--- config.mk ---
export PLATFORM = sky130hd
export DESIGN_NAME = mode_sequencer
export DESIGN_NICKNAME = d
export VERILOG_FILES = /design/src/rtl/project1_pkg.sv /design/src/rtl/key_debouncer.sv /design/src/rtl/mode_sequencer.sv
export SDC_FILE = /design/constraint.sdc
export NUM_CORES = 1
export LEC_CHECK = 0
export CAP_MARGIN = 10
export CORE_MARGIN = 2
export CORE_UTILIZATION = 40
export DETAILED_ROUTE_END_ITERATION = 6
export PLACE_DENSITY = 0.75
export SLEW_MARGIN = 40
export SYNTH_ARGS = -nofsm -noshare
export SYNTH_HDL_FRONTEND = slang
export SYNTH_SLANG_ARGS = --single-unit
--- constraint.sdc ---
create_clock -name MAX10_CLK1_50 -period 1.83 [get_ports MAX10_CLK1_50]
set_input_delay 0.366 -clock MAX10_CLK1_50 [delete_from_list [all_inputs] [get_ports MAX10_CLK1_50]]
set_output_delay 0.366 -clock MAX10_CLK1_50 [all_outputs]
set_load 0.01 [all_outputs]
--- src/rtl/project1_pkg.sv ---
// Shared constants for the DE10-Lite mode selector: key indices, debounce
// default and the layout of one result bundle.
package project1_pkg;

  // Key indices into the KEY bus
  localparam int unsigned KEY_ADV = 0;
  localparam int unsigned KEY_MOD = 1;

  // 10 ms at 50 MHz
  localparam int unsigned DEBOUNCE_50MHZ_10MS = 500000;

  // Result bundle layout: HEX0 [7:0], HEX1 [15:8], LEDR [25:16]
  localparam int unsigned HEX0_LSB  = 0;
  localparam int unsigned HEX0_W    = 8;
  localparam int unsigned HEX1_LSB  = 8;
  localparam int unsigned HEX1_W    = 8;
  localparam int unsigned LEDR_LSB  = 16;
  localparam int unsigned LEDR_W    = 10;
  localparam int unsigned BUNDLE_W  = HEX0_W + HEX1_W + LEDR_W;

endpackage

--- src/rtl/key_debouncer.sv ---
// Debounces one raw active-low key: 2-FF synchroniser followed by a stability
// counter. Emits a registered 1-cycle pulse when the accepted level goes 1->0.
module key_debouncer
  import project1_pkg::*;
#(
  parameter int unsigned DEBOUNCE_CYCLES = DEBOUNCE_50MHZ_10MS,
  localparam int unsigned CNT_W = $clog2(DEBOUNCE_CYCLES + 1)
) (
  input  logic MAX10_CLK1_50,
  input  logic reset,
  input  logic key_n,
  output logic level,
  output logic press
);

  logic             sync1_q, sync2_q;
  logic             level_q, level_d;
  logic             press_q, press_d;
  logic [CNT_W-1:0] cnt_q, cnt_d;

  // Next-state: count while the synced level disagrees; accept on the count
  // that reaches DEBOUNCE_CYCLES, so the pulse appears 2+D edges after the key drops.
  always_comb begin
    cnt_d   = '0;
    level_d = level_q;
    press_d = 1'b0;
    if (sync2_q != level_q) begin
      if (cnt_q == CNT_W'(DEBOUNCE_CYCLES - 1)) begin
        level_d = sync2_q;
        press_d = level_q & ~sync2_q;
      end else begin
        cnt_d = cnt_q + CNT_W'(1);
      end
    end
  end

  // State registers; reset treats the key as released
  always_ff @(posedge MAX10_CLK1_50) begin
    if (reset) begin
      sync1_q <= 1'b1;
      sync2_q <= 1'b1;
      level_q <= 1'b1;
      press_q <= 1'b0;
      cnt_q   <= '0;
    end else begin
      sync1_q <= key_n;
      sync2_q <= sync1_q;
      level_q <= level_d;
      press_q <= press_d;
      cnt_q   <= cnt_d;
    end
  end

  assign level = level_q;
  assign press = press_q;

endmodule

--- src/rtl/mode_sequencer.sv ---
// Mode selector: debounced KEY0 advances a wrapping mode counter, KEY1 toggles
// display freeze, KEY0 with KEY1 held returns to mode 0. The selected bundle
// from the packed per-mode bus is registered onto disp_data.
module mode_sequencer
  import project1_pkg::*;
#(
  parameter int unsigned NUM_MODES       = 4,
  parameter int unsigned DATA_W          = BUNDLE_W,
  parameter int unsigned DEBOUNCE_CYCLES = DEBOUNCE_50MHZ_10MS,
  localparam int unsigned MODE_W = $clog2(NUM_MODES)
) (
  input  logic                        MAX10_CLK1_50,
  input  logic                        reset,
  input  logic [1:0]                  KEY,
  input  logic [NUM_MODES*DATA_W-1:0] mode_data,
  output logic [MODE_W-1:0]           mode,
  output logic [DATA_W-1:0]           disp_data,
  output logic                        frozen,
  output logic                        mode_changed
);

  logic adv_level, adv_press;
  logic mod_level, mod_press;

  logic [MODE_W-1:0] mode_q, mode_d;
  logic              frozen_q, frozen_d;
  logic              changed_q, changed_d;
  logic [DATA_W-1:0] disp_q;
  logic [DATA_W-1:0] slices [NUM_MODES];
  logic [DATA_W-1:0] sel_data;

  key_debouncer #(
    .DEBOUNCE_CYCLES(DEBOUNCE_CYCLES)
  ) u_deb_adv (
    .MAX10_CLK1_50(MAX10_CLK1_50),
    .reset        (reset),
    .key_n        (KEY[KEY_ADV]),
    .level        (adv_level),
    .press        (adv_press)
  );

  key_debouncer #(
    .DEBOUNCE_CYCLES(DEBOUNCE_CYCLES)
  ) u_deb_mod (
    .MAX10_CLK1_50(MAX10_CLK1_50),
    .reset        (reset),
    .key_n        (KEY[KEY_MOD]),
    .level        (mod_level),
    .press        (mod_press)
  );

  // Unpack the per-mode bus and pick the slice for the current mode
  always_comb begin
    for (int m = 0; m < NUM_MODES; m++) begin
      slices[m] = mode_data[m*DATA_W +: DATA_W];
    end
    sel_data = slices[mode_q];
  end

  // Event priority: return-to-zero, advance, freeze toggle; KEY1 alone while
  // KEY0 is held is ignored
  always_comb begin
    mode_d   = mode_q;
    frozen_d = frozen_q;
    if (adv_press && (!mod_level || mod_press)) begin
      mode_d   = '0;
      frozen_d = 1'b0;
    end else if (adv_press) begin
      mode_d   = (mode_q == MODE_W'(NUM_MODES - 1)) ? '0 : mode_q + MODE_W'(1);
      frozen_d = 1'b0;
    end else if (mod_press && adv_level) begin
      frozen_d = ~frozen_q;
    end
    changed_d = (mode_d != mode_q);
  end

  // Mode, freeze and display registers; display samples the pre-update mode
  always_ff @(posedge MAX10_CLK1_50) begin
    if (reset) begin
      mode_q    <= '0;
      frozen_q  <= 1'b0;
      changed_q <= 1'b0;
      disp_q    <= '0;
    end else begin
      mode_q    <= mode_d;
      frozen_q  <= frozen_d;
      changed_q <= changed_d;
      if (!frozen_q) begin
        disp_q <= sel_data;
      end
    end
  end

  assign mode         = mode_q;
  assign frozen       = frozen_q;
  assign mode_changed = changed_q;
  assign disp_data    = disp_q;

endmodule

== Yosys cells after proc, flatten, opt, wreduce, memory -nomap -nowiden ==
Cells that the tools add are included.

* Logic and storage cells: 51
* Flip-flop bits (word level): 76

* Mux-type cells: 6
* Bitwise logic cells: 10
* Reduce and logical (&&, ||, !) cells: 11
* Magnitude comparators: 1
* Equality and inequality tests: 6
* Add/subtract/negate cells: 3

{| class="wikitable"
|+ Operator list
! cell !! count
|-
| $bmux W26 S2 || 1
|-
| $mux W26 || 2
|-
| $add A19 B1 Y19 const B || 2
|-
| $eq A19 B19 Y1 const B || 2
|-
| $reduce_or A3 Y1 || 5
|-
| $not A1 Y1 || 7
|-
| $mux W2 || 3
|-
| $reduce_and A2 Y1 || 2
|-
| $ge A3 B3 Y1 const B || 1
|-
| $not A2 Y3 || 1
|-
| $add A2 B1 Y2 const B || 1
|-
| $and A1 B1 Y1 || 2
|-
| $eq A2 B2 Y1 const B || 1
|-
| $logic_and A1 B1 Y1 || 2
|-
| $ne A1 B1 Y1 || 2
|-
| $ne A2 B2 Y1 || 1
|-
| $logic_not A1 Y1 || 1
|-
| $logic_or A1 B1 Y1 || 1
|}

== Depth between registers and ports, before layout ==
* Depth in word-level cells: 5
* Depth in mapped cells: 6
* Gate-level depth less buffers: 5

== Hierarchy ==
From an unflattened synthesis, not the netlist that was laid out.

* Cells, all modules: 354
* Area total of the unflattened synthesis: 3,757.4 um^2

{| class="wikitable"
|+ By module, submodules not included
! module !! sequential area each (um^2) !! times used !! area each (um^2) !! cells an instance
|-
| key_debouncer || 460.4 || 2 || 1,007.2 || 109
|-
| mode_sequencer || 600.6 || 1 || 1,742.9 || 136
|}

== Least setup slack after synthesis ==
No wires, ideal clock.

* Kind: reg2reg
* Start: register u_deb_mod.cnt_q[5]
* End: register u_deb_mod.level_q (netlist: u_deb_mod.level)
* Cell stages (with the launch flop): 6
* Data arrival time: 1.600 ns
* Path buffers: 1
* Clock period less this slack: 1.719 ns
* Library setup time: 0.120 ns
* Slack: 0.111 ns
* Path through: dfxtp_1 buf_6 nor4_1 nand2_1 or4_4 a211o_1

* Word-level cells in the longest chain between the ends: 2

{| class="wikitable"
|+ Ends and longest elaborated chain
! item !! line !! text
|-
| from (decl) || key_debouncer.sv:19 || <nowiki>logic [CNT_W-1:0] cnt_q, cnt_d;</nowiki>
|-
| from (signal assigned) || key_debouncer.sv:50 || <nowiki>cnt_q <= cnt_d;</nowiki>
|-
| $eq A19 B19 Y1 || key_debouncer.sv:28 || <nowiki>if (cnt_q == CNT_W'(DEBOUNCE_CYCLES - 1)) begin</nowiki>
|-
| $reduce_and A2 Y1 (no line) || n/a ||
|-
| to (signal assigned) || key_debouncer.sv:48 || <nowiki>level_q <= level_d;</nowiki>
|-
| to (decl) || key_debouncer.sv:17 || <nowiki>logic level_q, level_d;</nowiki>
|}

Every way passes these cells.
A chain may end at the register's enable or synchronous reset.

== Worst setup path in the final report ==
* Start: register u_deb_mod.cnt_q[0]
* End: register u_deb_mod.level_q (netlist: u_deb_mod.level)

Same word-level chain as after synthesis.

==> qor.yml <==
timing:
  fin_crit_sh_pct: 95.16
  setup_viol: 0
  hold_ws_ns: 0.4122
  tightest_slew_ns: 0.4448
  drv_slew: 0
  fin_skew_ns: 0.006296
  rsz0062_at_grt: "false"
  fmax_mhz: 574.2
  fin_ws_ns: 0.08856
  relSlewSlack_pct: 70.34
  fin_crit_ns: 1.741
  setup_tns_ns: 0
  hold_viol: 0
placed_design:
  post-place-ws_ns: 0.08280
  dpl.hpwl_um: 7486
  portBuffers: 137
  gp_congestion: 0.8456
  dp.cells: 619
drt:
  vias: 3260
  routed_wl_um: 9530
  routedWlPerCell_um: 15.03
  ant_nets: 0
  firstDrtPassIters: 4
  drtIter0Drc: 128
  avgViaCountPerCell: 5.142
  drc: 0
finish:
  layout_common_cells: "136 x clkdlybuf4s50_1, 74 x dfxtp_1, 59 x nor2_1"
  layout.cells.non_filler: 634
  area_delta_synth_final_pct: 50.30
  final_common_cell: "clkdlybuf4s50_1"
  num-nets-final: 632
  diodes: 0
  drive_gt1_share_pct: 16.44
die:
  initial_core_util_pct: 40.90
  std_cell_rows: 35
  die_h_um: 100.7
  die_x_um: 100.7
  ioPinCount: 138
  core_area_um2: 9153
  die-area_um2: 10150
min_path:
  hp-start: "u_deb_mod.sync1_q"
  min_path_type: "reg -> reg"
clocking:
  postCtsSetupRepairBufs: 0
  cts_buffer_depth: 2
  clock_latency_ns: 0.34
  cts_tree: "built"
  cts.repair.resized: 3
  cts_made_buffers: 9
  cts_hold_buf: 0
  cts.clk_slew.worst_paths_ns: 0.07
  cts.sinks: 76
  cts-root-buf: "clkbuf_8"
  ctsHtreeMaxLevel: 3
critical_path:
  max_stage_delay_ns: 0.43
  crit_fanout: 4
  cp.buffers_inverters: 0
  required_ns: 2.06
  path_delay_family: "simple AND/OR/NAND/NOR gates"
  worstPathCellList: "ha_2, and4_1, nand2_1, or4_4, a211o_1"
  startpoint: "u_deb_mod.cnt_q[0]"
  worstSetupPathType: "reg -> reg"
  critPathLaunchType: "flop"
  critPathCaptureType: "flop"
  arrival_ns: 1.97
  slowest_stage: "or4_4"
  reg2reg_from: "u_deb_mod.cnt_q[0]"
synth:
  syn_nets: 480
  yosys_warnings: 0
  synth-seq-cells: 76
  syn_area_um2: 3744
  avgSynthCellArea_um2: 10.20
  syn_inst: 367
  synthDistinctLibCells: 41
  ys_seq_area_share_pct: 40.64
flow_run:
  maxCapViolations: 0
global_routing:
  grt_pass1_vias: 3168
  antenna_found_initial: 0
  grt_max_degree: 35
  grt_usage_pct: 18.54
  grt_overflow_total: 0
  grt_pass1_wl_um: 15060
run_status:
  status: "finished, final reports clean"
pwr:
  leakagePower_nw: 1.878
  ir_worst_vdd_mv: 0.4122
  powerDensity_nw_per_um2: 614.4
[report_power, final]
group / total (mW) / switching [mW] / internal [mW] / leakage, nW
clock: 1.32 / 0.564 / 0.756 / 0.102
combinational: 0.432 / 0.116 / 0.316 / 1.15
sequential: 1.71 / 0.0169 / 1.69 / 0.622
total: 3.46 / 0.697 / 2.76 / 1.88
[cells in the mapped netlist (all sizes together)]
cell	number	share of area, %
ha	5	1.7
a21oi	9	1.3
buf	9	1.3
o211ai	1	0.20
and3	3	0.50
and4	2	0.47
o21ai	6	1.0
xor2	13	3.0
mux4	26	16
clkbuf	10	1.0
a211o	1	0.23
or4	5	1.2
nor4b	3	0.70
dfxtp	76	41
nand3	16	2.1
nor3b	1	0.20
nor3	10	1.3
nand2	15	1.5
or3	6	1.2
inv	11	1.1
nand4bb	1	0.30
xnor2	15	3.5
mux2i	26	7.0
nor2	59	5.9
a31o	1	0.23
nand2b	2	0.33
nor4	8	1.3
a311oi	1	0.23
o31ai	3	0.60
nor2b	2	0.33
nand4	13	2.5
or2	8	1.3
[layer usage]
layer | global-route usage, % | vias to the layer above | wire length [um]
met5 | 0 | - | 0
met4 | 4.320 | 0 | 66
met3 | 6.796 | 6 | 813
met2 | 33.08 | 99 | 4871
met1 | 21.01 | 1524 | 3778
li1 | - | 1631 | -
[worst paths after layout]
path	to	cells past startpoint	slack (ns)
hold / removal	u_deb_mod.sync2_q	1	0.41
setup / recovery	u_deb_mod.level	5	0.09
hold reg to reg	u_deb_mod.sync2_q	1	0.41
setup reg to reg	u_deb_mod.level	5	0.09
[flip-flops by register name, summed over array words and instances (netlist names)]
name,flops
u_deb_adv.sync1_q,1
u_deb_adv.cnt_q,19
disp_data,26
mode_changed,1
mode,2
u_deb_mod.sync2_q,1
frozen,1
u_deb_mod.press,1
u_deb_adv.press,1
u_deb_adv.sync2_q,1
u_deb_adv.level,1
u_deb_mod.sync1_q,1
u_deb_mod.level,1
u_deb_mod.cnt_q,19
[kinds of logic after synthesis]
family	after synthesis	synth area share, %
fa+ha+maj	5	1.671
buf+inv	30	3.442
xor+xnor	28	6.551
mux	52	22.59
compound gates	22	3.811
flops	76	40.64
simple gates	154	21.29
[through the flow]
stage | utilization [%] | area [um^2] | power (mW)
floorplan | - | 3744 | 1.854
global placement | 59.03 | 5403 | 2.168
detailed placement | 59.03 | 5403 | 2.179
CTS | 61.30 | 5610 | 3.506
global route | 61.48 | 5627 | 3.600
finish | 61.48 | 5627 | 3.457
[area by class of cell]
cell class                      count  area (um^2)
Clock buffer                       10        127.6
Clock inverter                      5        77.57
Fill cell                         765         3526
Multi-Input combinational cell    261         2110
Tap cell                          111        138.9
Inverter                           11        41.29
Sequential cell                    76         1526
Timing Repair Buffer              160         1605
[worst reg2reg max path, stage by stage (launching register included)]
cell and delay (ns):
dfxtp_1 0.39, ha_2 0.24, and4_1 0.22, nand2_1 0.06
or4_4 0.43, a211o_1 0.30
Note: power is estimated with default switching activity, not from simulation.
==> edit 1, RTL diff (same flow settings) <==
Set the package constant `HEX1_W` to 12 (it was 8).
--- a/src/rtl/project1_pkg.sv
+++ b/src/rtl/project1_pkg.sv
@@ -15,3 +15,3 @@
   localparam int unsigned HEX1_LSB  = 8;
-  localparam int unsigned HEX1_W    = 8;
+  localparam int unsigned HEX1_W    = 12;
   localparam int unsigned LEDR_LSB  = 16;
Ports: changed (resized disp_data and mode_data); port bits go from 138 to 158. No check against the original RTL was run, so the function may have changed too.
==> edit 1 against the original RTL <==
Worst setup slack worse by 0.021 ns. Final area increased by 6.2%. Clock skew increased by 0.0029 ns. Power is 6.1% higher. Die area up 5.2%. Synthesized area grew 5.4%. Routed wire length is 8.3% higher. Sequential cell count is 4 higher. Global-route usage hardly changed.
==> edit 1: results (changes against the original RTL) <==
finish:
  finish.utilization_pct: 61.7  # was 61.5%
  drive_gt1_share_pct: 14.1  # was 16.4%
  largest_reg_flops: 30  # was 26
place:
  post-place-ws_ns: 0.0536  # was 0.0828 ns
  place_area_um2: 5750  # was 5400 µm²
  post-place-cells: 669  # was 619
  place_hpwl_um: 7970  # was 7490 µm
  gp_congestion: 0.874  # was 0.846
synth:
  ys_seq_area_share_pct: 40.6  # about the same
  ys_top_cells_by_count: "dfxtp_1, nor2_1, mux2i_1"  # was dfxtp_1, nor2_1, mux2i_1, mux4_2, nand3_1
  ys_top_cells_by_area: "dfxtp_1, mux4_2, mux2i_1"  # unchanged
drt:
  num_vias: 3431  # was 3260
  wirelength_um: 10300  # was 9530 µm
  drt_iter0_drc: 91  # was 128
power:
  netSwitchingFraction_pct: 20.9  # was 20.2%
  ir_worst_vdd_uv: 311  # was 412 µV
  p_seq_mw: 1.80  # was 1.71 mW
sta:
  slew-limit-headroom_pct: 63.8  # was 70.3%
  setup_slack_ns: 0.0672  # was 0.0886 ns
  fin_hold_ws_ns: 0.412  # about the same
worst_setup_path:
  endpoint: "u_deb_adv.cnt_q[18]"  # was u_deb_mod.level
  ff2ff_setup_slack_ns: 0.07  # was 0.09 ns
global_route:
  grt_pass1_vias: 3349  # was 3168
hold_path:
  hold_end: "u_deb_adv.sync2_q"  # was u_deb_mod.sync2_q
  hp-start: "u_deb_adv.sync1_q"  # was u_deb_mod.sync1_q
status:
  outcome: "finished clean"  # unchanged
## edit 1: changes by cell type in the layout (fill, tap and decap cells not counted), sizes merged, moves of 5 or more
cell	before	now
buf	23	18
clkdlybuf4s50	136	157
xnor2	15	20
nor2	59	69
mux2i	26	31
## edit 1: logic make-up after synthesis
| family | count (synthesis) |
|---|---|
| and+or+nand+nor | 157 |
| DFF | 80 |
| muxes | 61 |
| xor gates and xnor gates | 30 |
| buffers and inverters | 30 |
| AOI/OAI and AO/OA | 19 |
| adders and majority gates | 5 |
## edit 1: layer usage
layer  wire, µm  global-route usage (%)
met2       5170                    33.2
met3        797                    5.04
met5          0                       0
met1       4190                    21.1
met4        162                    6.78
## edit 1: layout make-up
class	instances	area share, %
Timing Repair Buffer	175	28.8
Clock inverter	6	1.40
Inverter	9	0.565
Tap cell	133	2.78
Multi-Input combinational cell	272	37.5
Sequential cell	80	26.9
Clock buffer	10	2.14
## edit 1: timing repair
item                       CTS  global route
hold endpoints to repair     0             0
setup endpoints to repair    0             1
gates resized for setup      0             4
==> edit 2, RTL diff (config.mk and constraints unchanged) <==
Made on the original files. Reset style: asynchronous (`reset`), changed in 2 clocked blocks.
--- a/src/rtl/key_debouncer.sv
+++ b/src/rtl/key_debouncer.sv
@@ -37,3 +37,3 @@
   // State registers; reset treats the key as released
-  always_ff @(posedge MAX10_CLK1_50) begin
+  always_ff @(posedge MAX10_CLK1_50 or posedge reset) begin
     if (reset) begin
--- a/src/rtl/mode_sequencer.sv
+++ b/src/rtl/mode_sequencer.sv
@@ -77,3 +77,3 @@
   // Mode, freeze and display registers; display samples the pre-update mode
-  always_ff @(posedge MAX10_CLK1_50) begin
+  always_ff @(posedge MAX10_CLK1_50 or posedge reset) begin
     if (reset) begin
Function: differs if reset is asserted again (counterexample within 4 cycles, from zero or initial values and one cycle with reset high); with reset held inactive, the same outputs for 10 cycles.
==> edit 2 against the original RTL <==
The run now ends with setup timing left. Sequential cell count is the same. Final area grew 10%. Routed wire length grew 15%. Power grew 9.8%. Worst setup slack lost 0.30 ns. Synthesized area grew 7.0%. Final cell count grew 2.2%. Critical path type unchanged. Critical endpoint is now u_deb_adv.cnt_q[17]. Largest cell class unchanged. Largest power group unchanged.
==> edit 2: results (changes against the original RTL) <==
status:
  outcome: "finished with violations"  # was finished clean
  violations: "setup timing"
worst_setup_path:
  max_stage_delay_ns: 0.59  # was 0.43 ns
  crit_arrival_ns: 2.27  # was 1.97 ns
  cp_max_fo: 9  # was 4
  reg2reg_depth: 5  # unchanged
  endpoint: "u_deb_adv.cnt_q[17]"  # was u_deb_mod.level
  crit_start: "u_deb_adv.cnt_q[5]"  # was u_deb_mod.cnt_q[0]
synth:
  synth.net_count: 442  # was 480
  synthArstFlopShare_pct: 100  # was 0%
  ys_top_cells_by_area: "dfrtp_1, mux4_2, mux2_2"  # was dfxtp_1, mux4_2, mux2i_1
  ys_top_cells_by_count: "dfrtp_1, nor2_1, mux2_2"  # was dfxtp_1, nor2_1, mux2i_1, mux4_2, nand3_1
  synth.distinct_cells: 42  # was 41
  netlist_instances: 327  # was 367
  ys_seq_area_share_pct: 47.7  # was 40.6%
sta:
  tns_ns: -3.48  # was 0 ns
  setup_slack_ns: -0.212  # was 0.0886 ns
  setup_viol: 19  # was 0
  fin_hold_ws_ns: 0.358  # was 0.412 ns
  worstMarginPinSlew_ns: 0.400  # was 0.445 ns
  fin_skew_ns: 0.0126  # was 0.00630 ns
power:
  ir_worst_vdd_uv: 422  # was 412 µV
  internal_power_mw: 2.98  # was 2.76 mW
  p_leak_nw: 2.43  # was 1.88 nW
place:
  post-place-ws_ns: -0.179  # was 0.0828 ns
  gp_congestion: 0.870  # was 0.846
  post-place-cells: 621  # was 619
  place_hpwl_um: 7830  # was 7490 µm
drt:
  drt_iter0_drc: 121  # was 128
  wirelength_um: 11000  # was 9530 µm
  firstDrtPassIters: 4  # unchanged
  num_vias: 3378  # was 3260
  wl_per_cell_um: 17.0  # was 15.0 µm
finish:
  fillCellCount: 762  # was 765
  final_net_count: 625  # was 632
  drive_gt1_share_pct: 27.4  # was 16.4%
hold_path:
  hold_end: "u_deb_adv.sync2_q"  # was u_deb_mod.sync2_q
  hold_path_depth: 0  # was 1
  hp-start: "u_deb_adv.sync1_q"  # was u_deb_mod.sync1_q
cts:
  clk_latency_ns: 0.36  # was 0.34 ns
  cts-root-buf: "clkbuf_8"  # unchanged
global_route:
  grt_pass1_vias: 3519  # was 3168
  grt_usage_pct: 20.9  # was 18.5%
  grt_max_degree: 77  # was 35
  grt_pass1_wl_um: 17700  # was 15100 µm
-- edit 2: final cells by class --
class / instances / area share (%)
Timing Repair Buffer: 184 / 28.8
Clock buffer: 9 / 2.00
Sequential cell: 76 / 30.9
Multi-Input combinational cell: 226 / 33.0
Inverter: 13 / 0.848
Clock inverter: 7 / 1.84
Tap cell: 133 / 2.69
-- edit 2: stage by stage --
step,util [%],area (µm²)
after detailed placement,59.7,5810
final,63.7,6200
after floorplan,-,4030
after global placement,59.7,5810
after CTS,63.2,6150
after global routing,63.7,6200
-- edit 2: per-layer routing --
| layer | wire (µm) | GRT usage, % | part of all wire (%) | up-vias |
|---|---|---|---|---|
| met5 | 0 | 0 | 0 | - |
| met4 | 229 | 8.69 | 2.1 | 0 |
| met3 | 572 | 5.01 | 5.2 | 19 |
| met2 | 5570 | 35.3 | 51 | 116 |
| met1 | 4630 | 25.7 | 42 | 1677 |
| li1 | - | - | - | 1566 |
-- edit 2: timing repair --
item | 4_1_cts | 5_1_grt
setup buffers | 5 | 6
gates cloned | 2 | 0
pin swaps | 2 | 8
endpoints found under the setup margin | 21 | 36
gates resized for setup | 4 | 11
-- edit 2: kinds of logic after synthesis --
family                     share of synthesized area (%)
AOI/OAI and AO/OA                                   2.78
xor gates and xnor gates                            6.34
adders and majority gates                           2.19
buffers and inverters                               2.62
DFF                                                 47.7
muxes                                               22.7
and+or+nand+nor                                     15.7
-- edit 2: power by group through the flow --
stage | clock [mW] | sequential, mW | combinational [mW]
final | 1.54 | 1.75 | 0.504
after global routing | 1.65 | 1.76 | 0.538
after CTS | 1.57 | 1.75 | 0.511
after detailed placement | 0 | 1.79 | 0.491
after global placement | 0 | 1.78 | 0.480
after floorplan | 0 | 1.80 | 0.130
